$ cat src/rtl/dual_fetch_buffer.sv
// Circular buffer between fetch and dual issue: up to two pushes per cycle at tail,
// the two oldest entries presented as slot0/slot1, up to two in-order pops per cycle.

module dfb_slot #(
  parameter int XLEN = 32,
  parameter int PCW  = 32
) (
  input  logic            vld,
  input  logic [PCW-1:0]  pc_in,
  input  logic [XLEN-1:0] instr_in,
  output logic [PCW-1:0]  pc,
  output logic [XLEN-1:0] instr
);
  assign pc    = vld ? pc_in    : '0;
  assign instr = vld ? instr_in : '0;
endmodule

module dual_fetch_buffer #(
  parameter int DEPTH = 4,
  parameter int XLEN  = 32,
  parameter int PCW   = 32
) (
  input  logic                     clk,
  input  logic                     rst_n,
  input  logic                     flush,
  input  logic                     in_valid0,
  input  logic                     in_valid1,
  input  logic [PCW-1:0]           in_pc0,
  input  logic [XLEN-1:0]          in_instr0,
  input  logic [PCW-1:0]           in_pc1,
  input  logic [XLEN-1:0]          in_instr1,
  output logic                     in_ready,
  output logic                     out_valid0,
  output logic                     out_valid1,
  output logic [PCW-1:0]           out_pc0,
  output logic [XLEN-1:0]          out_instr0,
  output logic [PCW-1:0]           out_pc1,
  output logic [XLEN-1:0]          out_instr1,
  input  logic                     issue0,
  input  logic                     issue1,
  output logic [$clog2(DEPTH):0]   count
);
  localparam int PW = $clog2(DEPTH);
  localparam int CW = PW + 1;

  typedef struct packed {
    logic [PCW-1:0]  pc;
    logic [XLEN-1:0] instr;
  } entry_t;

  entry_t          mem [DEPTH];
  logic [PW-1:0]   head, tail;
  logic [1:0]      push_n, pop_n;
  logic [1:0]      slot_v;
  logic [PCW-1:0]  slot_pc    [2];
  logic [XLEN-1:0] slot_instr [2];

  // Ready only looks at registered occupancy, so a same-cycle pop never opens room.
  assign in_ready = (count <= CW'(DEPTH - 2));

  always_comb begin
    push_n = 2'd0;
    if (in_ready && in_valid0)
      push_n = in_valid1 ? 2'd2 : 2'd1;
  end

  // issue1 only counts behind issue0 so slots leave strictly in order.
  assign pop_n = {1'b0, issue0 && slot_v[0]} + {1'b0, issue0 && issue1 && slot_v[1]};

  always_ff @(posedge clk) begin
    if (!rst_n) begin
      head  <= '0;
      tail  <= '0;
      count <= '0;
    end else if (flush) begin
      head  <= '0;
      tail  <= '0;
      count <= '0;
    end else begin
      head  <= head + PW'(pop_n);
      tail  <= tail + PW'(push_n);
      count <= count + CW'(push_n) - CW'(pop_n);
    end
  end

  // Storage is left unreset; only pointers and count define what is live.
  always_ff @(posedge clk) begin
    if (rst_n && !flush) begin
      if (push_n != 2'd0) mem[tail] <= '{pc: in_pc0, instr: in_instr0};
      if (push_n == 2'd2) mem[tail + PW'(1)] <= '{pc: in_pc1, instr: in_instr1};
    end
  end

  for (genvar s = 0; s < 2; s++) begin : g_slot
    assign slot_v[s] = (count > CW'(s));
    dfb_slot #(.XLEN(XLEN), .PCW(PCW)) u_slot (
      .vld      (slot_v[s]),
      .pc_in    (mem[head + PW'(s)].pc),
      .instr_in (mem[head + PW'(s)].instr),
      .pc       (slot_pc[s]),
      .instr    (slot_instr[s])
    );
  end

  assign out_valid0 = slot_v[0];
  assign out_valid1 = slot_v[1];
  assign out_pc0    = slot_pc[0];
  assign out_instr0 = slot_instr[0];
  assign out_pc1    = slot_pc[1];
  assign out_instr1 = slot_instr[1];
endmodule

$ cat config.mk
export PLATFORM = sky130hd
export DESIGN_NAME = dual_fetch_buffer
export DESIGN_NICKNAME = d
export VERILOG_FILES = /design/src/rtl/dual_fetch_buffer.sv
export SDC_FILE = /design/constraint.sdc
export NUM_CORES = 1
export LEC_CHECK = 0
export BUFFER_PORTS_ARGS = -buffer_cell sky130_fd_sc_hd__buf_2
export CAP_MARGIN = 25
export CORE_UTILIZATION = 45
export CTS_BUF_LIST = sky130_fd_sc_hd__clkbuf_8 sky130_fd_sc_hd__clkbuf_16
export DETAILED_ROUTE_END_ITERATION = 7
export PLACE_DENSITY = 0.78
export SYNTH_ARGS = -nofsm -noshare
export SYNTH_HDL_FRONTEND = slang
export SYNTH_SLANG_ARGS = --single-unit
$ cat constraint.sdc
create_clock -name clk -period 9.8 [get_ports clk]
set_input_delay 1.96 -clock clk [delete_from_list [all_inputs] [get_ports clk]]
set_output_delay 1.96 -clock clk [all_outputs]
set_load 0.005 [all_outputs]
=== Yosys cells after proc, flatten, opt, wreduce, memory -nomap -nowiden ===
Memory sizes are Yosys's and may differ from the RTL's. A register that Yosys moved wholly into a read port is not among the register bits.
Index checks and enable logic that the tools add are counted.
Widths: inputs -> output; s select.

* Register bits after elaboration: 7
* Bits in latches: 0
* Bits in writable memories: 256
* Memory bits (read-only): 0
* Input bits: 135
* Output and inout bits: 134
* Logic and storage cells: 37
* Memories: 1

* Add/subtract/negate cells: 7
* $mul: 0
* Div/mod/pow operators: 0
* $lt $le $gt $ge: 3
* Eq/ne operators: 1
* Shift-type cells: 0
* Mux-type cells: 13
* Bitwise logic cells: 1
* Reduce and logical (&&, ||, !) cells: 8

{| class="wikitable"
|+ Memories
! name !! words !! width !! rd ports !! clocked after memory_dff !! wr ports !! RTL line !! RTL
|-
| mem || 4 || 64 || 2 || 1 || 2 || 51 || <nowiki>entry_t mem [DEPTH];</nowiki>
|}

{| class="wikitable"
|+ Operators with widths
! kind !! number
|-
| $mux 32 || 4
|-
| $gt 3x1->1 const B || 2
|-
| $mux 1 || 6
|-
| $mux 2 || 3
|-
| $logic_and 1x1->1 || 5
|-
| $add 2x1->2 const B || 2
|-
| $add 2x2->2 || 2
|-
| $add 3x2->3 || 1
|-
| $le 3x2->1 const B || 1
|-
| $sub 3x2->3 || 1
|-
| $add 1x1->2 || 1
|-
| $eq 2x2->1 const B || 1
|-
| $reduce_bool 2->1 || 1
|-
| $reduce_or 2->1 || 1
|-
| $logic_not 1->1 || 1
|-
| $not 1->1 || 1
|}

=== Logic depth before layout (Yosys ltp) ===
Gate-level depths: netlist (run 1).

* Word-level depth: 7
* Depth in mapped cells: 10
* Gate-level depth less buffers: 9

=== Hierarchy ===
A second synthesis (run 1) with hierarchy kept.

* Cells, all modules: 901
* Area, all modules: 15632.5 µm²

{| class="wikitable"
|+ Modules (own cells, without submodules)
! module !! times used !! cells an instance !! area an instance (µm²) !! seq. area each (µm²)
|-
| dual_fetch_buffer || 1 || 761 || 14611.5 || 7827.5
|-
| dfb_slot || 2 || 70 || 510.5 || 0.0
|}

=== Worst setup path before layout (run 1) ===
Ideal clock, no wire load.

* Path type: input port to flip-flop
* Start: input in_valid0
* End: memory mem[0][0] (netlist bit) (enable)
* Library setup time: 0.661 ns
* Arrival time: 8.771 ns
* Required time: 9.139 ns
* Path slack: 0.369 ns
* Cell stages on the path: 3
* Path buffers: 1
* Path through: buf_2 nand2_1 o41ai_1

{| class="wikitable"
|+ RTL lines
! element !! RTL line !! RTL
|-
| start: declaration || 26 || <nowiki>input logic in_valid0,</nowiki>
|-
| end: declaration || 51 ||
|}

==> results of run 1 <==
==> cell families (layout without fill, tap and decap cells) <==
| group | after synthesis | in the layout | synth area share (%) |
|---|---|---|---|
| fa+ha+maj | 5 | 5 | 0.501 |
| compound gates | 8 | 8 | 0.331 |
| flops | 263 | 263 | 50.5 |
| other cells | 0 | 5 | 0 |
| buf+inv | 76 | 341 | 2.96 |
| simple gates | 161 | 161 | 6.81 |
| mux | 384 | 384 | 38.7 |
| xor+xnor | 4 | 4 | 0.226 |
==> state kept, by name (all words and copies together) (netlist names) <==
signal,count
mem,256
tail,2
head,2
count,3
==> per-stage QoR <==
step / cells / hold slack (ns) / power, uW
floorplan: 901 / 0.522 / 1740
global placement: 1561 / 0.524 / 2060
detailed placement: 1561 / 0.535 / 2080
CTS: 1610 / 0.543 / 3050
global route: 1617 / 0.581 / 3150
finish: 1619 / 0.545 / 3030
==> routing by layer <==
layer	vias up	routed length (um)	share of wire (%)	global-route usage (%)
li1	4117	-	-	-
met1	4883	16200	42	29.1
met2	346	19000	49	36.7
met3	62	2570	6.7	3.72
met4	4	796	2.1	5.75
met5	-	23	0.060	0
==> worst register-to-register path, stage by stage (launching register included) <==
cell and delay [ns]:
dfxtp_1 0.34, or3_2 0.77, buf_4 0.43, and2_1 0.25
ha_1 0.22, fa_1 0.52, inv_1 0.05, fa_1 0.37
xor2_1 0.18, and2_1 0.16, nor3_1 0.11
==> worst min-delay path by stage <==
stage	cells past startpoint	startpoint	to	slack, ns
after floorplan	2	count[2]	count[2]	0.52
after global placement	2	count[2]	count[2]	0.52
after detailed placement	2	count[2]	count[2]	0.53
after CTS	2	count[2]	count[2]	0.54
after global routing	2	count[2]	count[2]	0.58
final	2	count[2]	count[2]	0.54
==> placed cells by master (no fill, tap or decap), types with 3 or more instances in the layout <==
master	n
xor2_1	3
mux2_1	10
buf_2	268
buf_4	16
nor2_1	3
ha_1	3
buf_16	3
mux2_2	186
edfxtp_1	256
and2_1	134
clkbuf_16	29
mux2_4	60
inv_1	10
clkinv_1	11
mux4_2	128
diode_2	5
nand4b_1	3
dfxtp_1	5
==> final cells by class <==
class,instances,area (sq um),share of cell area (%)
inverters,4,17.5,0.0970
well taps,448,561,3.10
clock buffers,29,726,4.02
clock inverters,20,103,0.568
diodes,5,12.5,0.0693
flip-flops and latches,263,7840,43.4
multi-input cells,562,7240,40.1
repair buffers,288,1560,8.66
==> where the power goes <==
group          internal (uW)  switching (uW)  total [uW]
clock network            553             427         980
registers               1270            19.5        1290
logic                    372             389         761
total                   2190             836        3030
==> qor.csv, run 1 <==
metric,value,unit
status,finished clean,
VDD IR max,0.121,mV
fillcell total,2729,
RSZ-0062 raised after global routing,false,
design area,0.0181,sq mm
total core area,0.0337,sq mm
Post-DP HPWL,23500,um
"Setup violations, final",0,
Die Area,0.0352,sq mm
# hold bufs at CTS,0,
final core occ,53.6,%
top-count cell post-synth,edfxtp_1,
Setup TNS,0,ns
warnings from Yosys,0,
H-tree Lvls,1,
DR iter-0 viols,657,
measured slew at the worst slew-check pin,1.05,ns
vias per inst,5.81,
Worst Path Required,7.84,ns
register bit count reported by yosys,263,
Place WS,4.82,ns
# Post-CTS Setup Buffers,0,
Pre-antenna DRT Iters,4,
via count,9412,
Levels on crit path,5,
CTS Root Cell,clkbuf_16,
clk slew on worst S/H paths,0.06,ns
largest net degree at the start of global routing,72,
Leakage,0.00676,uW
Final min period,4.84,ns
reg2reg setup slack,6.33,ns
# resized after CTS,0,
share of cells above drive strength 1,60.5,%
layout net count,1288,
GRT overflow,0,
final period utilization,49.4,%
Synth Cell Area,0.0155,sq mm
final clock skew,0.0190,ns
clock latency at the later pin of the worst-skew pair,0.54,ns
CP Launch Type,register,
worst reg2reg path depth,10,
Cells after Synth,901,
CP Class,reg -> out,
remaining antenna violation count,0,
max-cap violations,0,
top-area cell type share of the netlist area,49.6,%
# port buffers,268,
CP bufs+invs,3,
first-pass GRT wire length,58900,um
drt total wl,38600,um
Die H,188,um
vias in the first global route,10087,
Critical R2R Capture,count[2],
"area leader, netlist",edfxtp_1,
"Arr. time, crit path",2.88,ns
FP Rows,67,
Setup crit start,head[1],
IO Count,269,
CTS tree,yes,
Mean Syn Cell Area,17.2,sq um
drt drc,0,
Syn Nets,1041,
"Hold Violations, Final",0,
"EDFF count, synth",256,
CP top delay family,buffers and inverters,
largest cells by area after synthesis,"edfxtp_1 (50%), mux4_2 (19%), mux2_2 (14%)",
max-slew violation count,0,
"top cells by count, synth","edfxtp_1 (256), mux2_2 (186), and2_1 (134), mux4_2 (128), mux2_4 (60)",
Placement Cell Area,0.0171,sq mm
WL/cell,23.8,um
worst-path fanout max,45,
Overall Global Routing Usage,21.7,%
Initial Utilization,46.0,%
worst rel slew slack,29.7,%
Hold WC Path Type,reg -> reg,
placer congestion estimate,0.737,
worst r2r src,count[2],
predominant post-synthesis flop cell,edfxtp_1,
Clock Sinks,263,
crit-path cells,buf_4 > buf_16 > mux4_2 > and2_1 > buf_2,
sequential element share of the synthesized area,50.5,%
asr flop ratio synth,0,%
Area Growth Syn to Fin,16.5,%
max incr delay on CP,0.62,ns
slowest CP cell,dfxtp_4,
critical path endpoint category,output pin,
Die Wd,188,um
Fmax,207,MHz
library cells used by synthesis,40,
clk buf depth,3,
worst setup path end,out_instr0[9],
initial antenna violation count,7,
total CTS buffers,29,
PwrDens,168,mW/mm^2
slack of the critical path,4.96,ns
No activity file was read; power rests on OpenSTA's default activity.
==> run 2, diff against run 1 <==
--- a/config.mk
+++ b/config.mk
@@ -10,7 +10,7 @@
 export CORE_UTILIZATION = 45
 export CTS_BUF_LIST = sky130_fd_sc_hd__clkbuf_8 sky130_fd_sc_hd__clkbuf_16
 export DETAILED_ROUTE_END_ITERATION = 7
-export PLACE_DENSITY = 0.78
+export PLACE_DENSITY = 0.75
 export SYNTH_ARGS = -nofsm -noshare
 export SYNTH_HDL_FRONTEND = slang
 export SYNTH_SLANG_ARGS = --single-unit
==> constraint.sdc (replaced) <==
create_clock -name clk -period 4.95 [get_ports clk]
set_input_delay 0.99 -clock clk [delete_from_list [all_inputs] [get_ports clk]]
set_output_delay 0.99 -clock clk [all_outputs]
set_load 0.005 [all_outputs]
==> run 2 against run 1 <==
Compared with the run above:
- register-to-register slack worse by 4.6 ns
- sequential share of layout area is 0.48 points lower
- combinational power rose by 96%
- hold slack better by 0.028 ns
- sequential power rose by 99%
- die area is the same
- via count down 1.4%
- cell area grew 1.1%
- non-clock buffer count unchanged
- count of clock-buffer cells in the layout up 2
- critical endpoint is now out_pc1[2]
- largest cell class unchanged
- largest power group unchanged
==> qor.csv, run 2 (synthesis results as in run 1) <==
metric,value,unit
worst rel slew slack,42.1,%
drt total wl,36900,um
Sw Ratio,27.2,%
global routing met2 resource utilization,36.0,%
gr busiest metal,met2,
"commonest cells after routing, fill and taps aside","buf_2 (268), edfxtp_1 (256), mux2_2 (186)",
total CTS buffers,30,
GRT met1 Usage,27.5,%
critical path endpoint category,output pin,
H-tree Lvls,1,
max-slew violation count,0,
CP bufs+invs,2,
slowest CP cell,dfxtp_4,
Final min period,3.69,ns
CTS Root Cell,clkbuf_16,
combinational cell fraction of total power,23.9,%
WL/cell,22.7,um
worst-path fanout max,46,
IO Count,269,
GRT overflow,0,
# hold bufs at CTS,0,
max incr delay on CP,0.81,ns
Fmax,271,MHz
# resized after CTS,0,
FP Rows,67,
first-pass GRT wire length,56300,um
# Post-CTS Setup Buffers,0,
Int Power,4530,uW
CP Launch Type,register,
Largest Register,mem,
Die Area,0.0352,sq mm
Area Growth Syn to Fin,17.8,%
Placement Cell Area,0.0172,sq mm
total core area,0.0337,sq mm
Overall Global Routing Usage,20.8,%
placer congestion estimate,0.760,
clk slew on worst S/H paths,0.06,ns
Initial Utilization,46.0,%
RSZ-0062 raised after global routing,false,
"Arr. time, crit path",2.70,ns
CTS tree,yes,
WHS,0.573,ns
M3 GR Usage,3.18,%
share of cells above drive strength 1,61.2,%
Largest regs,"mem: 256 flops, count: 3 flops",
drt drc,0,
DR iter-0 viols,609,
CP top delay family,flip-flops,
crit-path cells,buf_4 > mux4_2 > and2_1 > buf_2,
Hold WC Path Type,reg -> reg,
final core occ,54.2,%
clock latency at the later pin of the worst-skew pair,0.55,ns
via count,9283,
"Hold Violations, Final",0,
PwrDens,340,mW/mm^2
Die Wd,188,um
vias in the first global route,9531,
design area,0.0183,sq mm
final clock skew,0.0127,ns
Leakage,0.00684,uW
Worst Path Required,3.96,ns
Largest register FFs,256,
status,finished clean,
remaining antenna violation count,0,
power share of the sequential group,41.4,%
final period utilization,74.6,%
"commonest non-fill, non-tap cell in the layout",buf_2,
Sw Pwr,1690,uW
Die H,188,um
measured slew at the worst slew-check pin,0.869,ns
# port buffers,268,
clk buf depth,3,
Clock Sinks,263,
"Setup violations, final",0,
vias per inst,5.72,
clock network power share,34.8,%
VDD IR max,0.297,mV
fillcell total,2749,
max-cap violations,0,
layout net count,1289,
Setup TNS,0,ns
CP Class,reg -> out,
Post-DP HPWL,22700,um
Overall Power,6220,uW
largest net degree at the start of global routing,67,
initial antenna violation count,4,
Pre-antenna DRT Iters,4,
==> run 2: cell types whose count changed in the layout (fill, tap and decap cells not counted), sizes merged <==
| cell | change |
|---|---|
| clkinvlp | +1 |
| bufinv | +2 |
| inv | -4 |
| clkinv | +5 |
| clkbuf | +2 |
| diode | -3 |
==> run 2: final timing paths <==
kind	startpoint	endpoint	slack, ns	cells past startpoint
worst max-delay path	head[1]	out_pc1[2]	1.26	4
worst min-delay path	count[2]	count[2]	0.57	2
worst max register to register	count[2]	count[2]	1.72	9
worst min register to register	count[2]	count[2]	0.57	2
==> run 2: power groups by stage <==
stage / Clock, uW / Sequential [uW] / Combinational [uW]
after floorplan: 0 / 2580 / 864
after global placement: 0 / 2610 / 1480
after detailed placement: 0 / 2620 / 1500
after CTS: 2210 / 2570 / 1500
after global routing: 2280 / 2580 / 1610
final: 2160 / 2570 / 1490
==> run 2: per-layer routing <==
metal | routed length (um) | up-vias
li1 | - | 4124
met1 | 15100 | 4785
met2 | 18900 | 316
met3 | 2100 | 54
met4 | 796 | 4
met5 | 22 | -
==> run 2: area by class of cell <==
cell class	count	area [sq um]	share of cell area (%)
flip-flops and latches	263	7840	42.9
multi-input cells	562	7260	39.8
repair buffers	288	1630	8.91
clock buffers	31	776	4.25
well taps	448	561	3.07
clock inverters	24	181	0.993
inverters	4	17.5	0.0959
diodes	2	5.00	0.0274
==> run 2: through the flow <==
step                cells  setup WS (ns)
floorplan             901         0.0782
global placement     1562           1.50
detailed placement   1563           1.64
CTS                  1618           1.18
global route         1621           1.10
finish               1622           1.26
==> run 2: worst register-to-register path, delay by kind of cell (launching register included) <==
kind | cells | cell delay, ns
AND/OR/NAND/NOR | 4 | 1.45
adder cells (fa/ha/maj) | 3 | 0.98
flip-flops | 1 | 0.36
XOR/XNOR | 2 | 0.36
==> run 3, diff against run 2 <==
--- a/config.mk
+++ b/config.mk
@@ -10,7 +10,7 @@
 export CORE_UTILIZATION = 45
 export CTS_BUF_LIST = sky130_fd_sc_hd__clkbuf_8 sky130_fd_sc_hd__clkbuf_16
 export DETAILED_ROUTE_END_ITERATION = 7
-export PLACE_DENSITY = 0.75
+export PLACE_DENSITY = 0.78
 export SYNTH_ARGS = -nofsm -noshare
 export SYNTH_HDL_FRONTEND = slang
 export SYNTH_SLANG_ARGS = --single-unit
==> constraint.sdc (replaced) <==
create_clock -name clk -period 3.2 [get_ports clk]
set_input_delay 0.64 -clock clk [delete_from_list [all_inputs] [get_ports clk]]
set_output_delay 0.64 -clock clk [all_outputs]
set_load 0.005 [all_outputs]
==> run 3 against run 2 <==
Compared with the run above:
- non-clock buffer count increased by 8
- combinational power increased by 58%
- wire length increased by 2.3%
- count of clock-buffer cells in the layout unchanged
- global-route usage increased by 0.20 points
- hold slack got worse by 0.16 ns
- clock skew about the same
- cell area increased by 0.86%
- via count increased by 2.7%
- critical endpoint is now out_pc0[1]
==> qor.csv, run 3 (synthesis results as in run 1) <==
metric,value,unit
status,finished clean,
slack of the critical path,0.262,ns
reg2reg setup slack,0.53,ns
Setup crit start,head[1],
critical path endpoint category,output pin,
IO Count,269,
Overall Global Routing Usage,21.0,%
measured slew at the worst slew-check pin,0.826,ns
via count,9531,
vias in the first global route,10010,
PwrDens,532,mW/mm^2
Fmax,340,MHz
FP Rows,67,
final core occ,54.7,%
final clock skew,0.0128,ns
clk buf depth,3,
max-slew violation count,0,
initial antenna violation count,13,
total core area,0.0337,sq mm
total CTS buffers,30,
# hold bufs at CTS,0,
CTS tree,yes,
Die H,188,um
worst rel slew slack,45.0,%
max-cap violations,0,
Clock Sinks,263,
fillcell total,2715,
H-tree Lvls,1,
clock latency at the later pin of the worst-skew pair,0.56,ns
Pre-antenna DRT Iters,5,
Post-DP HPWL,23600,um
"Setup violations, final",0,
Place WS,0.527,ns
"commonest cells after routing, fill and taps aside","buf_2 (268), edfxtp_1 (256), mux2_2 (186)",
Final min period,2.94,ns
clk slew on worst S/H paths,0.06,ns
worst setup path end,out_pc0[1],
Hold WC Path Type,in -> reg,
GRT overflow,0,
Largest regs,"mem: 256 flops, count: 3 flops",
Initial Utilization,46.0,%
CTS Root Cell,clkbuf_16,
Largest register FFs,256,
# Post-CTS Setup Buffers,0,
Critical R2R Capture,count[2],
Die Area,0.0352,sq mm
Largest Register,mem,
fin cells,1635,
Die Wd,188,um
Leakage,0.00692,uW
remaining antenna violation count,0,
Area Growth Syn to Fin,18.9,%
# port buffers,268,
first-pass GRT wire length,56700,um
worst reg2reg path depth,9,
DR iter-0 viols,591,
final period utilization,91.8,%
Placed Cells,1573,
# resized after CTS,0,
drt drc,0,
"Arr. time, crit path",2.30,ns
hold_sp,in_pc1[8],
WL/cell,23.1,um
"Hold Violations, Final",0,
CP Launch Type,register,
worst r2r src,count[2],
placer congestion estimate,0.792,
layout net count,1297,
share of cells above drive strength 1,62.2,%
RSZ-0062 raised after global routing,false,
"commonest non-fill, non-tap cell in the layout",buf_2,
worst-path fanout max,14,
largest net degree at the start of global routing,66,
drt total wl,37800,um
VDD IR max,0.420,mV
Worst Path Required,2.56,ns
Min-Delay Path Depth,2,
CP Class,reg -> out,
vias per inst,5.83,
run 3: cell count changes in the layout (fill, tap and decap cells not counted), moves of 2 or more:
| cell | before | now |
|---|---|---|
| buf_12 | 6 | 12 |
| buf_16 | 3 | 0 |
| buf_4 | 11 | 16 |
| bufinv_16 | 3 | 5 |
| clkinv_1 | 10 | 4 |
| diode_2 | 2 | 8 |
run 3: worst max-delay path, cell delays in order, from the launching register on:
cell and delay [ns]:
dfxtp_4 0.55, buf_4 0.32, mux4_2 0.56, and2_1 0.18
buf_2 0.12
run 3: report_power, final:
| group | internal (uW) | total, uW | switching (uW) |
|---|---|---|---|
| logic | 1150 | 2350 | 1200 |
| registers | 3890 | 3960 | 66.0 |
| clock network | 2140 | 3500 | 1370 |
run 3: per-stage QoR:
stage	instance area (sq um)	setup TNS (ns)	power (uW)	hold slack (ns)
final	18400	0	9810	0.415
after global routing	18400	0	10200	0.401
after CTS	18400	0	9890	0.397
after detailed placement	17400	0	6390	0.537
after global placement	17400	0	6350	0.549
after floorplan	15600	-26.99	5340	0.522
run 3: how the worst min path moves through the flow:
| stage | slack, ns | endpoint |
|---|---|---|
| after detailed placement | 0.54 | count[2] |
| after floorplan | 0.52 | count[2] |
| final | 0.41 | mem[2][40] |
| after global placement | 0.55 | count[2] |
| after global routing | 0.40 | mem[2][40] |
| after CTS | 0.40 | mem[2][40] |
run 3: per-layer routing:
| layer | GRT usage [%] | wire length [um] |
|---|---|---|
| met1 | 26.3 | 14800 |
| met2 | 36.3 | 19200 |
| met3 | 4.36 | 2930 |
| met4 | 6.66 | 828 |
| met5 | 0 | 69 |
run 3: final cells by class:
type / instances / area (sq um) / area share, %
tap: 448 / 561 / 3.04
inverter: 4 / 17.5 / 0.0951
multi-input combinational: 562 / 7280 / 39.5
sequential: 263 / 7840 / 42.5
clock inverter: 23 / 231 / 1.26
clock buffer: 31 / 776 / 4.21
timing repair buffer: 296 / 1700 / 9.24
antenna: 8 / 20.0 / 0.109
